File: src/rtl/cpu_defs_pkg.sv
// Shared definitions for the teaching CPU: next-PC opcodes, fetch FSM states
// and write-back source selects.
package cpu_defs_pkg;
  localparam logic [2:0] NPC_PLUS4 = 3'b000;
  localparam logic [2:0] NPC_BEQ   = 3'b001;
  localparam logic [2:0] NPC_BNE   = 3'b010;
  localparam logic [2:0] NPC_JAL   = 3'b011;
  localparam logic [2:0] NPC_JALR  = 3'b100;

  typedef enum logic [1:0] {PAUSE = 2'd0, RUN = 2'd1, HALT = 2'd2} fetch_state_e;

  localparam logic [1:0] WDSel_FromALU = 2'd0;
  localparam logic [1:0] WDSel_FromMEM = 2'd1;
  localparam logic [1:0] WDSel_FromPC  = 2'd2;
endpackage

File: src/rtl/step_sync_edge.sv
// 2-FF synchronizer plus rising-edge detector for asynchronous board buttons.
module step_sync_edge (
  input  logic clk,
  input  logic rstn,
  input  logic async_i,
  output logic rise_o
);
  logic meta_q, sync_q, prev_q;

  always_ff @(posedge clk or negedge rstn) begin
    if (!rstn) begin
      meta_q <= 1'b0;
      sync_q <= 1'b0;
      prev_q <= 1'b0;
    end else begin
      meta_q <= async_i;
      sync_q <= meta_q;
      prev_q <= sync_q;
    end
  end

  assign rise_o = sync_q & ~prev_q;
endmodule

File: src/rtl/fetch_pc_unit.sv
// Fetch stage: PC register, next-PC select, run/pause/step/halt control and
// the commit strobe. Define FETCH_WRAP_EN to loop to RESET_PC past the last word.
module fetch_pc_unit
  import cpu_defs_pkg::*;
#(
  parameter int          IM_AW       = 4,
  parameter int          IM_CODE_NUM = 12,
  parameter logic [31:0] RESET_PC    = 32'h0000_0000
) (
  input  logic             clk,
  input  logic             rstn,
  input  logic             tick_i,
  input  logic             run_i,
  input  logic             step_i,
  input  logic [2:0]       npc_op_i,
  input  logic             zero_i,
  input  logic [31:0]      imm_i,
  input  logic [31:0]      rs1_i,
  output logic [31:0]      pc_o,
  output logic [IM_AW-1:0] rom_addr_o,
  output logic [31:0]      pc_plus4_o,
  output logic             commit_o,
  output logic             halted_o,
  output logic             fault_o
);
  fetch_state_e state_q, state_d;
  logic [31:0]  pc_q, pc_d, npc, jalr_sum;
  logic         fault_q, fault_d, pend_q, pend_d;
  logic         step_rise, commit, misalign, out_of_range;

  step_sync_edge u_step (
    .clk     (clk),
    .rstn    (rstn),
    .async_i (step_i),
    .rise_o  (step_rise)
  );

  assign pc_plus4_o = pc_q + 32'd4;
  assign jalr_sum   = rs1_i + imm_i;

  always_comb begin
    npc = pc_plus4_o;
    case (npc_op_i)
      NPC_BEQ:  npc = zero_i  ? pc_q + imm_i : pc_plus4_o;
      NPC_BNE:  npc = !zero_i ? pc_q + imm_i : pc_plus4_o;
      NPC_JAL:  npc = pc_q + imm_i;
      NPC_JALR: npc = {jalr_sum[31:1], 1'b0};
      default:  npc = pc_plus4_o;
    endcase
  end

  assign misalign     = |npc[1:0];
  assign out_of_range = npc[31:2] >= 30'(IM_CODE_NUM);
  assign commit = tick_i && ((state_q == RUN) || (state_q == PAUSE && pend_q));

  always_comb begin
    state_d = state_q;
    pc_d    = pc_q;
    fault_d = fault_q;
    pend_d  = pend_q;
    case (state_q)
      PAUSE:   if (run_i)  state_d = RUN;
      RUN:     if (!run_i) state_d = PAUSE;
      default: state_d = HALT;
    endcase
    // A boundary hit at commit overrides any run/pause transition.
    if (commit) begin
      if (misalign) begin
        fault_d = 1'b1;
        state_d = HALT;
      end else if (out_of_range) begin
`ifdef FETCH_WRAP_EN
        pc_d    = RESET_PC;
`else
        state_d = HALT;
`endif
      end else begin
        pc_d = npc;
      end
    end
    // Clear wins over a same-cycle edge so steps never queue.
    if (commit)                             pend_d = 1'b0;
    else if (step_rise && state_q != HALT)  pend_d = 1'b1;
  end

  always_ff @(posedge clk or negedge rstn) begin
    if (!rstn) begin
      state_q <= PAUSE;
      pc_q    <= RESET_PC;
      fault_q <= 1'b0;
      pend_q  <= 1'b0;
    end else begin
      state_q <= state_d;
      pc_q    <= pc_d;
      fault_q <= fault_d;
      pend_q  <= pend_d;
    end
  end

  assign pc_o       = pc_q;
  assign rom_addr_o = pc_q[IM_AW+1:2];
  assign commit_o   = commit;
  assign halted_o   = (state_q == HALT);
  assign fault_o    = fault_q;
endmodule

File: config.mk
export PLATFORM = sky130hd
export DESIGN_NAME = fetch_pc_unit
export DESIGN_NICKNAME = d
export VERILOG_FILES = /design/src/rtl/cpu_defs_pkg.sv /design/src/rtl/step_sync_edge.sv /design/src/rtl/fetch_pc_unit.sv
export SDC_FILE = /design/constraint.sdc
export NUM_CORES = 1
export LEC_CHECK = 0
export CAP_MARGIN = 20
export CORE_ASPECT_RATIO = 1.75
export CORE_MARGIN = 5
export CORE_UTILIZATION = 41
export DETAILED_ROUTE_END_ITERATION = 8
export GPL_ROUTABILITY_DRIVEN = 0
export GPL_TIMING_DRIVEN = 0
export PLACE_DENSITY = 0.76
export SYNTH_ARGS = -nofsm -noshare
export SYNTH_HDL_FRONTEND = slang
export SYNTH_SLANG_ARGS = --single-unit
File: constraint.sdc
create_clock -name clk -period 8.2 [get_ports clk]
set_input_delay 1.64 -clock clk [delete_from_list [all_inputs] [get_ports clk]]
set_output_delay 1.64 -clock clk [all_outputs]
set_load 0.01 [all_outputs]
Word level (Yosys, flattened, before mapping) --
Cells that the tools add are included.
Cells by class: $add $sub $neg 3, magnitude comparators 1, equality and inequality tests 7, multiplexer cells 11, bitwise logic cells 4, reduce and logical (&&, ||, !) cells 9
Operators with widths (number):
- $pmux W32 S4 | 1
- $add A32 B32 Y32 | 2
- $mux W32 | 2
- $add A32 B3 Y32 const B | 1
- $ge A30 B4 Y1 const B | 1
- $mux W2 | 5
- $eq A3 B2 Y1 const B | 2
- $pmux W2 S2 | 1
- $eq A3 B1 Y1 const B | 1
- $eq A3 B3 Y1 const B | 1
- $logic_and A1 B1 Y1 | 3
- $not A1 Y1 | 3
- $reduce_and A3 Y1 | 1
- $eq A2 B1 Y1 const B | 1
- $eq A2 B2 Y1 const B | 1
- $logic_not A2 Y1 | 1
- $mux W1 | 2
- $ne A2 B2 Y1 const B | 1
- $reduce_and A2 Y1 | 1
- $reduce_bool A2 Y1 | 1
- $reduce_or A2 Y1 | 1
- $and A1 B1 Y1 | 1
- $logic_or A1 B1 Y1 | 1
Word-level totals: register bits 39, output and inout port bits 71, word-level logic and storage cells 42

Logic depth before layout (Yosys ltp) --
Gate-level depths: netlist (run 1).
depth after elaboration 7, gate-level depth with buffers 15, gate-level depth less buffers 14

Cells and area by module --
A second synthesis (run 1) with hierarchy kept.
Unflattened totals: cell total of the unflattened synthesis 882, area, all modules 6517.5 µm²
Modules (own cells, without submodules):
- fetch_pc_unit | times used 1, cells an instance 878, area an instance 6428.7 µm², seq. area each 900.9 µm²
- step_sync_edge | times used 1, cells an instance 4, area an instance 88.8 µm², seq. area each 75.1 µm²

Worst setup path after synthesis (run 1) --
Ideal clock, no wire load.
kind input to register, from input imm_i[4], to register pc_q[2], in the netlist pc_o[2], arrival time 5061 ps, slack 3014 ps, stages 13, cell sequence ha_1 > a21oi_2 > nor2b_1 > or3_4 > a221o_4 > a2111o_1 > and2_4 > xor2_1 > or4_4 > o31ai_4 > and4_1 > buf_6 > mux2_4
Between the ends: cells in the longest elaborated chain, start to end 6, elaborated cells between the ends (all ways) 8, classes of those cells 2 x add/sub; 1 x order compare; 3 x mux; 1 x bitwise; 1 x reduce/logical
RTL lines:
- start, declared | line fetch_pc_unit.sv:17 | input logic [31:0] imm_i,
- $add A32 B32 Y32 | line fetch_pc_unit.sv:44, fetch_pc_unit.sv:45, fetch_pc_unit.sv:46
- $mux W32, on equally long branches | line fetch_pc_unit.sv:45, fetch_pc_unit.sv:44
- $pmux W32 S4 (*) | line fetch_pc_unit.sv:43 | case (npc_op_i)
- $ge A30 B4 Y1 (*) | line fetch_pc_unit.sv:53 | assign out_of_range = npc[31:2] >= 30'(IM_CODE_NUM);
- $not A1 Y1 (no source line) (*)
- $reduce_and A3 Y1 (no source line) (*)
- end signal, assigned | line fetch_pc_unit.sv:94 | pc_q <= pc_d;
- end, declared | line fetch_pc_unit.sv:27 | logic [31:0] pc_q, pc_d, npc, jalr_sum;
Mark *: on every way between the ends. The rest lies on a longest branch, timed or not. A chain may end at the register's enable or synchronous reset.

Final worst setup path (run 1) --
from input imm_i[0], to register pc_q[18], in the netlist pc_o[18]
Between the ends: cells in the longest elaborated chain, start to end 6, elaborated cells between the ends (all ways) 10, classes of those cells 2 x add/sub; 1 x order compare; 3 x mux; 2 x bitwise; 2 x reduce/logical
RTL lines (line):
- $add A32 B32 Y32 | fetch_pc_unit.sv:44, fetch_pc_unit.sv:45, fetch_pc_unit.sv:46
- $mux W32, on equally long branches | fetch_pc_unit.sv:45, fetch_pc_unit.sv:44
- $pmux W32 S4 (*) | fetch_pc_unit.sv:43
- $ge A30 B4 Y1 / $reduce_or A2 Y1 (equally long branches) | fetch_pc_unit.sv:53, fetch_pc_unit.sv:52
- $not A1 Y1 (no source line)
- $reduce_and A3 Y1 (no source line)
Marked as above.

==> results of run 1 <==
path summary, 6_finish.rpt:
| path | cells past startpoint | endpoint | start |
|---|---|---|---|
| worst max-delay path | 16 | pc_o[18] | imm_i[0] |
| worst min-delay path | 0 | u_step.sync_q | u_step.meta_q |
| worst max register to register | 15 | pc_o[18] | pc_o[0] |
| worst min register to register | 0 | u_step.sync_q | u_step.meta_q |
| max in group asynchronous | 1 | pend_q | rstn |
| min in group asynchronous | 1 | pc_o[23] | rstn |
sequential cells by signal, summed over array words and instances, names as in the netlist:
name	cells
pc_o	32
u_step.sync_q	1
state_q	2
u_step.prev_q	1
u_step.meta_q	1
fault_o	1
pend_q	1
cells by family after synthesis:
family          Yosys count  share of synthesized area, %
mux                      12                          2.17
fa+ha+maj                64                          12.7
buf+inv                  64                          4.57
simple gates            332                          28.7
compound gates          267                          27.0
xor+xnor                 71                          9.70
flops                    39                          15.2
worst max-delay path: cells and delay by family:
family	cells	cell delay, ns
buffers and inverters	3	0.84
and+or+nand+nor	5	1.51
adders and majority gates	2	0.57
AOI/OAI and AO/OA	5	1.98
xor gates and xnor gates	1	0.15
power breakdown:
part	internal, mW	switching, mW
Clock	0.151	0.0766
Sequential	0.196	0.00354
Combinational	0.124	0.170
Total	0.472	0.250
cell usage in the layout (no fill, tap or decap), types with 11 or more instances in the layout:
| master | count |
|---|---|
| a211oi_1 | 13 |
| a21o_1 | 18 |
| a21oi_1 | 76 |
| and2_1 | 16 |
| and2_4 | 21 |
| and3_1 | 18 |
| clkbuf_1 | 32 |
| clkdlybuf4s50_1 | 141 |
| dfrtp_1 | 39 |
| ha_1 | 62 |
| inv_1 | 15 |
| nand2_1 | 77 |
| nand3_1 | 47 |
| nand4_1 | 23 |
| nor2_1 | 50 |
| nor3_1 | 14 |
| o211ai_1 | 11 |
| o21a_1 | 13 |
| o21ai_0 | 64 |
| xnor2_1 | 43 |
| xor2_1 | 28 |
per-stage QoR:
| stage | std cells | util (%) | area, sq um |
|---|---|---|---|
| 6_report | 1185 | 53.5 | 8230 |
| 5_1_grt | 1185 | 53.5 | 8230 |
| 4_1_cts | 1185 | 53.5 | 8230 |
| 3_5_place_dp | 1177 | 52.4 | 8060 |
| 3_3_place_gp | 1177 | 52.4 | 8070 |
| 2_1_floorplan | 849 | - | 6410 |
layout make-up:
cell class	instances	area, sq um
timing repair buffer	142	1420
tap	186	233
clock inverter	2	35.0
clock buffer	6	139
fill	1465	7160
multi-input combinational	746	5140
buffer	48	233
inverter	16	60.1
sequential	39	976
metal layers:
metal	wire, um	share of wire [%]
met4	2120	9.1
met5	0	0
met1	8230	35
met2	11600	50
met3	1450	6.2
==> flow_summary_export.csv, run 1 <==
group,metric,value,unit
clock_tree,cts_resized,0,
logic_synthesis,ys_seq_elements,39,
min_path,hp-class,"flop to flop",
floorplanning,die_y,175,um
logic_synthesis,async_flop_share,100,%
global_routing,grt_usage,24.3,%
logic_synthesis,netlist_area,6410,sq um
clock_tree,cts_tree,"done",
critical_path,path_cells,"clkdlybuf4s50_1, ha_1, inv_1, fa_1, nand2b_1, a211oi_1, o21ai_0, a2111oi_0, nor2_1, o21bai_1, xnor2_1, a41oi_1, nor4_2, nand4_2, buf_6, and2_4",
timing,hold_violations,0,
logic_synthesis,synth.largest_area_cell,"dfrtp_1",
clock_tree,clock-sinks,39,
logic_synthesis,yosysTopAreaCellShare,15.2,%
logic_synthesis,ys_warn_count,0,
timing,slew_violations,0,
global_routing,grt_first_pass_wirelength,36300,um
floorplanning,start_util,41.7,%
logic_synthesis,syn_nets,986,
global_routing,grt_use_met1,25.1,%
final_layout,nets,1135,
logic_synthesis,syn_inst,849,
floorplanning,ios,144,
floorplanning,die_width,105,um
outcome,status,"finished, final reports clean",
global_routing,grt_pass1_vias,7104,
clock_tree,cts-buffers-inserted,5,
power_and_ir_drop,p_total,0.722,mW
critical_path,worst_setup_path_start_kind,"input pin",
logic_synthesis,synth.most_common_cell,"nand2_1",
critical_path,path_max_fanout,10,
global_routing,top_usage_layer,"met2",
drt,dr.pass1.iters,5,
timing,rsz0062_at_grt,"no",
timing,finalCritPeriodShare,79.7,%
timing,setup_viol,0,
critical_path,worstSetupPathType,"input pin to flop",
clock_tree,cts_max_level,2,
floorplanning,rows,60,
drt,drcViolationCount,0,
floorplanning,die-area,18300,sq um
final_layout,antennaDiodeCount,0,
power_and_ir_drop,power_density,87.7,nW/um^2
logic_synthesis,syn_avg_cell_area,7.55,sq um
logic_synthesis,synthTopCellsByArea,"dfrtp_1 (15%), ha_1 (12%), a21oi_1 (5.9%), xnor2_1 (5.9%), o21ai_0 (5.0%)",
critical_path,required,8.37,ns
timing,fin_skew,0.00861,ns
drt,routed_wl,23400,um
critical_path,r2r_slack,3.08,ns
drt,avgRoutedWirePerCell,19.7,um
logic_synthesis,synth_cell_types,79,
clock_tree,cts-hold-fix-buffers,0,
placed_design,port_buffers,142,
critical_path,cp.arrival,6.71,ns
floorplanning,core,15400,sq um
timing,slew_headroom,38.4,%
global_routing,overflow,0,
final_layout,layout-drive-gt1-share,7.11,%
job,max-cap-violations,0,
clock_tree,path_clk_slew,0.05,ns
clock_tree,postCtsSetupBuffers,0,
timing,layout_setup_ws,1.66,ns
clock_tree,insertion_delay,0.29,ns
logic_synthesis,synth_edf_count,0,
power_and_ir_drop,ir_drop,121,uV
global_routing,grt_use_met2,42.8,%
placed_design,dp_hpwl,19200,um
timing,timing.fmax,153,MHz
timing,fin_crit,6.54,ns
drt,drtIter0Drc,436,
critical_path,critPathSlowestCell,"a2111oi_0",
placed_design,pre_cts_slack,1.51,ns
logic_synthesis,ys_seq_area_share,15.2,%
global_routing,grt_antenna_before_repair,0,
global_routing,grt_max_degree,40,
final_layout,area_delta_synth_final,28.4,%
critical_path,cpPeakStageDelay,0.83,ns
timing,hold_ws,0.354,ns
clock_tree,cts.path.max_buffers,2,
drt,ant_nets,0,
clock_tree,cts_root_buf,"clkbuf_16",
global_routing,grtUsageMet3,3.94,%
timing,worst_slew_pin_slew,0.901,ns
critical_path,end_kind,"flop",
logic_synthesis,synth.top_cells.by_count,"nand2_1 (77), a21oi_1 (76), o21ai_0 (64)",
timing,final.setup.tns,0,ns
drt,vias,7259,
power_and_ir_drop,p_leak,3.42,nW
drt,vias_per_cell,6.13,
logic_synthesis,synth_flop_cell,"dfrtp_1",
Power figures use the tool's default switching activity.
==> inputs of run 2 (changes only) <==
==> constraint.sdc (replaced) <==
create_clock -name clk -period 6.42 [get_ports clk]
set_input_delay 1.284 -clock clk [delete_from_list [all_inputs] [get_ports clk]]
set_output_delay 1.284 -clock clk [all_outputs]
set_load 0.01 [all_outputs]
==> results of run 2 <==
Same layout as run 1 (identical final DEF). Status: finished, final reports clean.
Main changes from that run: setup slack after placement 1.51 ns -> 0.0889 ns; setup slack after layout 1.66 ns -> 0.240 ns; register-to-register setup slack 3.08 ns -> 1.30 ns; total power 0.722 mW -> 0.923 mW; worst IR drop on VDD 121 uV -> 155 uV
==> edit 1, RTL diff (config.mk and constraints of run 2) <==
`IM_AW`: 4 -> 5.
--- a/src/rtl/fetch_pc_unit.sv
+++ b/src/rtl/fetch_pc_unit.sv
@@ -3,7 +3,7 @@
 module fetch_pc_unit
   import cpu_defs_pkg::*;
 #(
-  parameter int          IM_AW       = 4,
+  parameter int          IM_AW       = 5,
   parameter int          IM_CODE_NUM = 12,
   parameter logic [31:0] RESET_PC    = 32'h0000_0000
 ) (
Ports: changed (resized rom_addr_o); port bits go from 144 to 145. The function was not compared with the original's and may differ.
==> edit 1 against run 2 <==
  * Worst setup slack improved by 0.25 ns
  * Sequential cell count did not move
  * Area after synthesis rose by 0.12%
  * Non-clock buffer count rose by 2
  * Total power barely moved
  * Cell area rose by 0.23%
  * Die area rose by 0.11%
  * Wire length barely moved
  * Worst hold slack improved by 0.0079 ns
  * Critical endpoint is now pc_o[20]
==> edit 1: results (changes against run 2) <==
Worst setup path:
- The signal arrival time at the worst endpoint is 6.11 ns (was 6.35 ns).
- The critical path's slowest cell is a2111oi_1 (was a2111oi_0).
- The end point of the critical path is pc_o[20] (was pc_o[18]).
- The register-to-register setup slack is 1.57 ns (was 1.30 ns).
- The largest incremental delay on the critical path is 0.69 ns (was 0.83 ns).

Finish:
- The ratio of cells with drive above 1 in the final layout came to 7.19% (was 7.11%).
- The number of inserted filler cells in the final layout is 1446 (was 1465).
- The number of nets in the finished design came to 1137 (was 1135).

Power and ir drop:
- The worst vdd rail ir drop is 0.145 mV (was 0.155 mV).
- The power drawn by the clock network came to 292 uW (was 291 uW).
- The internal portion of total power is 603 uW (about the same).
- The reported leakage power was 0.00343 uW (was 0.00342 uW).

Global route:
- The global routing met1 resource utilization is 25.2% (was 25.1%).
- The met3 demand-to-capacity share in global routing is 4.63% (was 3.94%).
- The combined global-route utilization of all metal layers is 24.6% (was 24.3%).
- The global routing usage on met2 came to 41.1% (was 42.8%).
- The global-route wire length before repair is 36800 um (was 36300 um).
- The number of global-route vias before repair is 7422 (was 7104).

Detailed routing:
- The wire length the detailed router placed on met1 came to 8410 um (was 8230 um).
- The wire length per cell after detailed routing came to 19.7 um (about the same).
- The detailed-route via count came to 7256 (was 7259).
- The routed length on met3 was 1390 um (was 1450 um).
- The mean number of vias per cell is 6.11 (was 6.13).
- The detailed router's first-iteration violation count is 383 (was 436).
- The wire length on met2 was 10900 um (was 11600 um).
- The top layer reached by signal wires is met4 (unchanged).

Clock network:
- The H-tree depth is 2 (unchanged).
- The clock latency on the worst-skew pair is 0.29 ns (about the same).

Synthesis:
- The post-synthesis share of cell area spent on full adders, half adders and majority gates is 12.7% (about the same).
- The sequential area share after synthesis was 15.2% (about the same).
- The compound-cell area share of the yosys netlist came to 26.9% (was 27.0%).
- The post-synthesis xor/xnor area fraction is 9.69% (was 9.70%).
- Biggest area contributors in the synthesized netlist: dfrtp_1 15%, ha_1 12%, a21oi_1 5.9% (unchanged).
- The dominant combinational cell family by area after synthesis is simple AND/OR/NAND/NOR gates (unchanged).
- The most area-hungry cell type in the Yosys netlist is dfrtp_1 (unchanged).
- The proportion of synthesized area in mux cells came to 2.16% (was 2.17%).
- The post-synth net total is 987 (was 986).

Placement:
- The area of placed instances is 8080 um^2 (was 8060 um^2).
- The HPWL after detailed placement is 19200 um (about the same).
- The total of buffers placed on input and output ports is 143 (was 142).
- The number of instances in the placed design came to 1179 (was 1177).

Timing:
- The transition at the pin with the smallest max-transition slack is 0.899 ns (was 0.901 ns).
- The clock skew is 0.00535 ns (was 0.00861 ns).

Run status:
- Status: finished clean (unchanged).
edit 1: cell count changes after synthesis, sizes merged:
cell	run 2	this run
buf	16	17
edit 1: through the flow:
step	hold WS (ns)	setup slack [ns]
5_1_grt	0.384	0.132
3_5_place_dp	0.356	0.113
6_report	0.362	0.491
4_1_cts	0.372	0.362
3_3_place_gp	0.335	0.123
2_1_floorplan	0.331	1.59
edit 1: cell type report:
cell class	instances	area, um^2	area share [%]
tap	186	233	2.82
clock buffer	6	139	1.68
sequential	39	976	11.8
buffer	49	240	2.91
multi-input combinational	746	5140	62.3
inverter	16	60.1	0.728
timing repair buffer	143	1430	17.3
clock inverter	2	35.0	0.424
edit 1: how the worst min path moves through the flow:
stage | start | to | cells past startpoint
after global routing | u_step.meta_q | u_step.sync_q | 0
final | u_step.meta_q | u_step.sync_q | 0
after floorplan | u_step.meta_q | u_step.sync_q | 0
after CTS | u_step.meta_q | u_step.sync_q | 0
after global placement | u_step.meta_q | u_step.sync_q | 0
after detailed placement | u_step.meta_q | u_step.sync_q | 0
==> edit 2, RTL diff (settings of run 2) <==
Made on the original files. Remove the case item `NPC_BEQ` of the case on `npc_op_i`.
--- a/src/rtl/fetch_pc_unit.sv
+++ b/src/rtl/fetch_pc_unit.sv
@@ -41,7 +41,6 @@
   always_comb begin
     npc = pc_plus4_o;
     case (npc_op_i)
-      NPC_BEQ:  npc = zero_i  ? pc_q + imm_i : pc_plus4_o;
       NPC_BNE:  npc = !zero_i ? pc_q + imm_i : pc_plus4_o;
       NPC_JAL:  npc = pc_q + imm_i;
       NPC_JALR: npc = {jalr_sum[31:1], 1'b0};
Check against the original RTL: not equivalent (a bounded check fails within 4 cycles, from zero or initial values and one cycle with rstn low).
==> edit 2 against run 2 <==
  * Worst setup slack better by 0.68 ns
  * Utilization up 0.32 points
  * First-iteration DRC count up 22%
  * Critical endpoint is now pc_o[5]
  * Count of clock-buffer cells in the layout down 1
  * Wire length down 0.88%
  * Cell area up 0.59%
  * Area after synthesis up 0.37%
  * Sequential cell count unchanged
  * Total power down 2.7%
==> edit 2: results (changes against run 2) <==
Run status:
- Status: finished clean (unchanged).

Placement:
- The number of instances in the placed design was 1186 (was 1177).
- The HPWL after detailed placement is 19300 um (was 19200 um).
- The worst setup timing slack at the placement stage is 0.818 ns (was 0.0889 ns).
- The area of placed instances is 8110 um^2 (was 8060 um^2).

Worst setup path:
- The reg-to-reg endpoint is pc_o[5] (was pc_o[18]).
- The count of cells along the worst register-to-register path is 12 (was 15).
- The signal arrival time at the worst endpoint came to 5.70 ns (was 6.35 ns).
- The critical path's slowest cell is nor4_4 (was a2111oi_0).
- The start of the worst register-to-register path is pc_o[14] (was pc_o[0]).
- The dominant delay contributor by cell family on the critical path is simple AND/OR/NAND/NOR gates (was compound AO/OA/AOI/OAI gates).
- The largest incremental delay on the critical path is 0.67 ns (was 0.83 ns).

Detailed routing:
- The wire length on met2 is 11200 um (was 11600 um).
- The wire length the detailed router placed on met1 was 8440 um (was 8230 um).
- The routed length on met3 is 1410 um (was 1450 um).
- The length of the first detailed-routing pass in iterations is 6 (was 5).
- The detailed router's first-iteration violation count was 532 (was 436).
- The wire length after detailed routing is 23200 um (was 23400 um).
- The count of nets left with antenna violations after detail routing is 0 (unchanged).
- The detailed-route via count was 7456 (was 7259).

Power and ir drop:
- The reported leakage power is 0.00347 uW (was 0.00342 uW).

Global route:
- The global-route wire length before repair is 36500 um (was 36300 um).
- The met3 demand-to-capacity share in global routing was 3.27% (was 3.94%).
- The number of global-route vias before repair is 7312 (was 7104).
- The global routing usage on met2 is 41.9% (was 42.8%).
- The pin count of the biggest net entering global routing was 35 (was 40).

Synthesis:
- The average footprint of a synthesized cell came to 7.52 um^2 (was 7.55 um^2).
- The distinct cell type count after synthesis is 83 (was 79).
- The compound-cell area share of the yosys netlist was 29.7% (was 27.0%).
- The post-synthesis share of cell area spent on full adders, half adders and majority gates is 12.7% (about the same).
- The post-synthesis xor/xnor area fraction is 8.57% (was 9.70%).
- The post-synth net total came to 993 (was 986).
- Biggest area contributors in the synthesized netlist: dfrtp_1 15%, ha_1 12%, a21oi_1 5.7% (was dfrtp_1 15%, ha_1 12%, a21oi_1 5.9%).
- Ranking of synthesized cells by instance count: 86 x nand2_1, 73 x a21oi_1, 62 x ha_1 (was 77 x nand2_1, 76 x a21oi_1, 64 x o21ai_0).
- The proportion of synthesized area in mux cells is 1.75% (was 2.17%).
- The sequential area share after synthesis was 15.2% (about the same).

Finish:
- The number of nets in the finished design was 1144 (was 1135).
- The ratio of cells with drive above 1 in the final layout is 5.65% (was 7.11%).

Timing:
- The clock skew was 0.00475 ns (was 0.00861 ns).
- The tightest slew margin relative to the limit was 42.2% (was 38.4%).
- The post-route worst hold slack is 0.348 ns (was 0.354 ns).

Clock network:
- The H-tree depth is 2 (unchanged).
## edit 2: layout make-up
| cell class | instances | area [um^2] |
|---|---|---|
| plain buffers | 45 | 224 |
| repair buffers | 144 | 1450 |
| fillers | 1452 | 7110 |
| multi-input cells | 743 | 5130 |
| inverters | 29 | 109 |
| clock buffers | 5 | 125 |
| flip-flops and latches | 39 | 976 |
| clock inverters | 3 | 43.8 |
| well taps | 186 | 233 |
## edit 2: worst max path at each step
stage                         start  endpoint  slack (ns)
after floorplan            imm_i[0]   pc_o[3]        2.10
after CTS                 imm_i[14]   pc_o[5]        1.07
after global routing       imm_i[0]   pc_o[5]        0.78
after global placement    imm_i[14]   pc_o[4]        0.80
after detailed placement  imm_i[14]   pc_o[4]        0.82
final                     imm_i[14]   pc_o[5]        0.92
## edit 2: power breakdown
| part | switching [uW] | internal (uW) |
|---|---|---|
| Combinational | 213 | 153 |
| Sequential | 0.301 | 247 |
| Clock | 102 | 183 |
| Total | 315 | 583 |
